==> config.mk <==
export PLATFORM = sky130hd
export DESIGN_NAME = iq_symbol_sched
export DESIGN_NICKNAME = d
export VERILOG_FILES = /design/src/rtl/iq_symbol_sched.sv
export SDC_FILE = /design/constraint.sdc
export NUM_CORES = 1
export LEC_CHECK = 0
export BUFFER_PORTS_ARGS = -buffer_cell sky130_fd_sc_hd__buf_2
export CELL_PAD_IN_SITES_DETAIL_PLACEMENT = 1
export CELL_PAD_IN_SITES_GLOBAL_PLACEMENT = 1
export CORE_UTILIZATION = 45
export DETAILED_ROUTE_END_ITERATION = 7
export PLACE_DENSITY_LB_ADDON = 0.25
export SYNTH_ARGS = -nofsm -noshare
export SYNTH_HDL_FRONTEND = slang
export SYNTH_SLANG_ARGS = --single-unit
==> constraint.sdc <==
create_clock -name clk -period 3.7 [get_ports clk]
set_clock_uncertainty 0.15 [all_clocks]
set_input_delay 0.555 -clock clk [delete_from_list [all_inputs] [get_ports clk]]
set_output_delay 0.555 -clock clk [all_outputs]
set_load 0.02 [all_outputs]
==> src/rtl/iq_symbol_sched.sv <==
// IQ symbol scheduler: buffers 8-bit {i,q} symbols in a 4-entry FIFO and
// plays them out to the modulator one symbol per SYMLEN clocks. Each burst
// starts with an optional preamble and ends with a one-symbol zero tail.
//
// state | meaning
// ------+---------------------------------------------------------------
// IDLE  | outputs zero, waiting for enable with at least one queued symbol
// PRE   | presenting PRE_IQ for PRE_SYMS symbol periods, FIFO untouched
// DATA  | presenting the symbol most recently popped from the FIFO
// TAIL  | outputs zero for one full symbol period before returning to IDLE

module iq_symbol_sched #(
    parameter int         SYMLEN   = 16,
    parameter int         PRE_SYMS = 2,
    parameter logic [7:0] PRE_IQ   = 8'h70
) (
    input  logic       clk,
    input  logic       rst,
    input  logic [7:0] sym_in,
    input  logic       sym_valid,
    output logic       sym_ready,
    input  logic       enable,
    output logic [3:0] i,
    output logic [3:0] q,
    output logic       sym_strobe,
    output logic       busy,
    output logic       underrun
);

    localparam logic [1:0] ST_IDLE = 2'd0;
    localparam logic [1:0] ST_PRE  = 2'd1;
    localparam logic [1:0] ST_DATA = 2'd2;
    localparam logic [1:0] ST_TAIL = 2'd3;

    localparam logic [7:0] SCTR_LAST = 8'(SYMLEN - 1);
    // With no preamble the PRE state is unreachable, so the value is unused.
    localparam logic [3:0] PCTR_LAST = (PRE_SYMS > 0) ? 4'(PRE_SYMS - 1) : 4'd0;
    localparam bit         HAS_PRE   = (PRE_SYMS > 0);

    // FIFO storage and bookkeeping
    logic [3:0][7:0] mem_q, mem_d;
    logic [1:0]      wr_ptr_q, wr_ptr_d;
    logic [1:0]      rd_ptr_q, rd_ptr_d;
    logic [2:0]      count_q, count_d;

    // Sequencer state and registered outputs
    logic [1:0]      state_q, state_d;
    logic [7:0]      sctr_q, sctr_d;
    logic [3:0]      pctr_q, pctr_d;
    logic [7:0]      iq_q, iq_d;
    logic            strobe_q, strobe_d;
    logic            busy_q, busy_d;
    logic            underrun_q, underrun_d;

    logic            push;
    logic            pop_req;
    logic            pop;
    logic            fifo_empty;
    logic [7:0]      fifo_head;
    logic            boundary;

    assign sym_ready  = (count_q < 3'd4);
    assign fifo_empty = (count_q == 3'd0);
    assign fifo_head  = mem_q[rd_ptr_q];
    assign push       = sym_valid & sym_ready;
    // The sequencer only requests a pop when the FIFO holds data; the guard
    // keeps the pointers consistent even if that ever stopped being true.
    assign pop        = pop_req & ~fifo_empty;
    assign boundary   = (sctr_q == SCTR_LAST);

    assign i          = iq_q[7:4];
    assign q          = iq_q[3:0];
    assign sym_strobe = strobe_q;
    assign busy       = busy_q;
    assign underrun   = underrun_q;

    // FIFO next-state: write at wr_ptr, read at rd_ptr, count tracks occupancy
    always_comb begin
        mem_d    = mem_q;
        wr_ptr_d = wr_ptr_q;
        rd_ptr_d = rd_ptr_q;
        count_d  = count_q;
        if (push) begin
            mem_d[wr_ptr_q] = sym_in;
            wr_ptr_d        = wr_ptr_q + 2'd1;
        end
        if (pop) begin
            rd_ptr_d = rd_ptr_q + 2'd1;
        end
        case ({push, pop})
            2'b10:   count_d = count_q + 3'd1;
            2'b01:   count_d = count_q - 3'd1;
            default: count_d = count_q;
        endcase
    end

    // Sequencer: symbol timing, preamble count, and what to present next
    always_comb begin
        state_d    = state_q;
        sctr_d     = sctr_q;
        pctr_d     = pctr_q;
        iq_d       = iq_q;
        strobe_d   = 1'b0;
        underrun_d = 1'b0;
        pop_req    = 1'b0;
        case (state_q)
            ST_IDLE: begin
                sctr_d = '0;
                pctr_d = '0;
                iq_d   = '0;
                if (enable && !fifo_empty) begin
                    strobe_d = 1'b1;
                    if (HAS_PRE) begin
                        state_d = ST_PRE;
                        iq_d    = PRE_IQ;
                    end else begin
                        state_d = ST_DATA;
                        iq_d    = fifo_head;
                        pop_req = 1'b1;
                    end
                end
            end
            ST_PRE, ST_DATA: begin
                if (!boundary) begin
                    sctr_d = sctr_q + 8'd1;
                end else begin
                    sctr_d = '0;
                    if (!enable) begin
                        // Enable is only acted on here, so a symbol in
                        // flight always runs its full period.
                        state_d = ST_TAIL;
                        iq_d    = '0;
                    end else if (state_q == ST_PRE && pctr_q != PCTR_LAST) begin
                        pctr_d   = pctr_q + 4'd1;
                        strobe_d = 1'b1;
                    end else if (!fifo_empty) begin
                        state_d  = ST_DATA;
                        iq_d     = fifo_head;
                        pop_req  = 1'b1;
                        strobe_d = 1'b1;
                    end else begin
                        state_d    = ST_TAIL;
                        iq_d       = '0;
                        underrun_d = 1'b1;
                    end
                end
            end
            ST_TAIL: begin
                iq_d = '0;
                if (boundary) begin
                    state_d = ST_IDLE;
                    sctr_d  = '0;
                    pctr_d  = '0;
                end else begin
                    sctr_d = sctr_q + 8'd1;
                end
            end
            default: begin
                state_d = ST_IDLE;
                sctr_d  = '0;
                pctr_d  = '0;
                iq_d    = '0;
            end
        endcase
    end

    // busy is registered alongside the state so it lines up with i/q
    always_comb begin
        busy_d = (state_d != ST_IDLE);
    end

    // All state registers; reset wins over any push, pop or transition
    always_ff @(posedge clk) begin
        if (rst) begin
            mem_q      <= '0;
            wr_ptr_q   <= '0;
            rd_ptr_q   <= '0;
            count_q    <= '0;
            state_q    <= ST_IDLE;
            sctr_q     <= '0;
            pctr_q     <= '0;
            iq_q       <= '0;
            strobe_q   <= 1'b0;
            busy_q     <= 1'b0;
            underrun_q <= 1'b0;
        end else begin
            mem_q      <= mem_d;
            wr_ptr_q   <= wr_ptr_d;
            rd_ptr_q   <= rd_ptr_d;
            count_q    <= count_d;
            state_q    <= state_d;
            sctr_q     <= sctr_d;
            pctr_q     <= pctr_d;
            iq_q       <= iq_d;
            strobe_q   <= strobe_d;
            busy_q     <= busy_d;
            underrun_q <= underrun_d;
        end
    end

endmodule

==> out/metrics.yaml <==
syn_to_final_growth_pct: 11.07
p_leak_nw: 1.184
cts_setup_buffers: 0
async_flop_share_pct: 0
grt_start_max_net_pins: 40
mostFrequentLayoutCells: "dfxtp_1, nand3_1, a21oi_1"
required_ns: 3.82
regArea_um2: 1281
grt_first_pass_wirelength_um: 12880
yosys.area.top_type: "dfxtp_1"
power_mw: 1.602
setup.worst_path.end_class: "register"
synth_edf_count: 0
grtUsageTotal_pct: 23.28
final_max_slew_viol_count: 0
die_y_um: 84.03
critPathLaunchType: "register"
postSynthAreaPerCell_um2: 9.012
outcome: "finished, final reports clean"
clock_sinks: 64
pin_count: 24
cts_resized: 0
synth_seq_area_share_pct: 42.31
grt_pass1_vias: 2623
core-area_um2: 6422
cpMostUsedCell: "ha_1"
synth_area_leaders: "dfxtp_1, nand3_1, a21oi_1, mux4_2, ha_1"
synth_fp_nets: 361
finalCoreUtilization_pct: 52.37
ys_types: 47
cts_buffer_depth: 2
netlist_area_um2: 3028
first_iter_violations: 67
hold_buffers: 0
mostFrequentLayoutCell: "dfxtp_1"
post-dp-hpwl_um: 5323
slowest_stage: "or3b_2"
period_share_pct: 86.15
yosys.area.top_type_share_pct: 42.31
crit_path_max_fanout: 8
cp_top_family: "simple AND/OR/NAND/NOR gates"
routabilityCongestion: 0.8050
slowest_delay_ns: 0.58
cts_max_level: 3
path_class: "register to register"
crit_chain: "ha_1 -> or3b_2 -> a2111oi_4 -> ha_1 -> inv_1 -> fa_1 -> xor2_1 -> or3_1 -> a21oi_1"
multi_input_area_um2: 1567
chipWidth_um: 84.03
finalSetupTns_ns: 0
synthFlopType: "dfxtp_1"
viasPerCell: 5.826
rows: 29
routedWlPerCell_um: 17.72
antenna_left: 0
placedCellCount: 416
fin_crit_ns: 3.188
port_buffers: 23
root_buffer: "clkbuf_8"
setup_viol: 0
start_util_pct: 47.15
overflow: 0
cts_buffers: 9
cts_tree: "done"
hold_path_class: "register to register"
wl_um: 7654
vias: 2517
synth_seq_cells: 64
die_area_um2: 7061
rsz0062_at_grt: "no"
first_pass_iters: 4
diodes: 0
clk_transition_reported_paths_ns: 0.07
final_hold_viol_count: 0
fmax_mhz: 313.7
fillers: 768
fin_hold_ws_ns: 0.3029
powerDensity_nw_per_um2: 476.3
drcViolationCount: 0
nNetsFinal: 375
yosys_warnings: 0
synthCells: 336
tightest_slew_ns: 0.7190
drive_above_1_share_pct: 16.06
max-slew-margin-rel_pct: 51.46
maxCapViolCount: 0
worstPathArrival_ns: 3.31
clk_latency_ns: 0.34
grt_antenna_before_repair: 0
ir_drop_uv: 189.7
cp.buffers_inverters: 1
final_cells: 432
[metal layers]
metal | track usage (%) | up-vias | wire [um]
met1 | 27.70 | 1247 | 3467
met4 | 6.426 | 0 | 84
met5 | 0 | - | 0
li1 | - | 1222 | -
met3 | 5.440 | 8 | 211
met2 | 41.73 | 40 | 3890
[layout make-up]
cell class | instances | area share [%]
multi-input cells | 235 | 46.58
flip-flops and latches | 64 | 38.10
clock buffers | 10 | 4.092
repair buffers | 26 | 4.092
well taps | 77 | 2.865
clock inverters | 6 | 2.716
inverters | 14 | 1.562
[final timing paths]
check	from	to	slack (ns)	cells after the start
min reg2reg	sctr_q[0]$_SDFF_PP0_	sctr_q[0]$_SDFF_PP0_	0.30	1
max	pctr_q[0]$_SDFFE_PP0P_	count_q[2]$_SDFFE_PP0P_	0.51	9
min	sctr_q[0]$_SDFF_PP0_	sctr_q[0]$_SDFF_PP0_	0.30	1
max reg2reg	pctr_q[0]$_SDFFE_PP0P_	count_q[2]$_SDFFE_PP0P_	0.51	9
[cell usage after synthesis, types with 2 or more instances]
library cell  instances
a2111oi_0             2
a21oi_1              43
a221oi_1              3
and2_1                3
and3_1                2
buf_4                 2
buf_6                 2
clkbuf_1             16
clkbuf_8              2
dfxtp_1              64
ha_1                 12
inv_1                14
mux2i_1               2
mux4_2                8
nand2_1              37
nand3_1              49
nand3b_1              2
nand4_1               3
nand4b_1              4
nor2_1               16
nor3_1               10
o211ai_1              6
or3_1                 2
xnor2_1               5
xor2_1                5
[per-stage QoR]
| step | cell area [um^2] | setup WS, ns |
|---|---|---|
| floorplan | 3028 | 0.7356 |
| global placement | 3134 | 0.6322 |
| detailed placement | 3134 | 0.5374 |
| CTS | 3363 | 0.5037 |
| global route | 3363 | 0.3170 |
| finish | 3363 | 0.5124 |
[cell families (layout without fill, tap and decap cells)]
| logic type | count (synthesis) | count (layout) | synth area share [%] |
|---|---|---|---|
| AND/OR/NAND/NOR | 133 | 133 | 21.28 |
| AO/OA/AOI/OAI | 69 | 69 | 15.25 |
| flip-flops | 64 | 64 | 42.31 |
| buffers and inverters | 37 | 56 | 6.033 |
| adder cells (fa/ha/maj) | 13 | 13 | 5.620 |
| XOR/XNOR | 10 | 10 | 2.892 |
| multiplexers | 10 | 10 | 6.612 |
[where the power goes]
group	total (mW)	switching [mW]	internal (mW)
Sequential	0.734	0.0186	0.716
Clock	0.686	0.284	0.401
Combinational	0.182	0.120	0.0621
[registers in the layout, summed over array words and instances (netlist names)]
name	cells
iq_q	8
pctr_q	4
count_q	3
busy	1
sctr_q	8
mem_q	32
wr_ptr_q	2
state_q	2
underrun	1
rd_ptr_q	2
sym_strobe	1
Note: power is estimated with default switching activity, not from simulation.
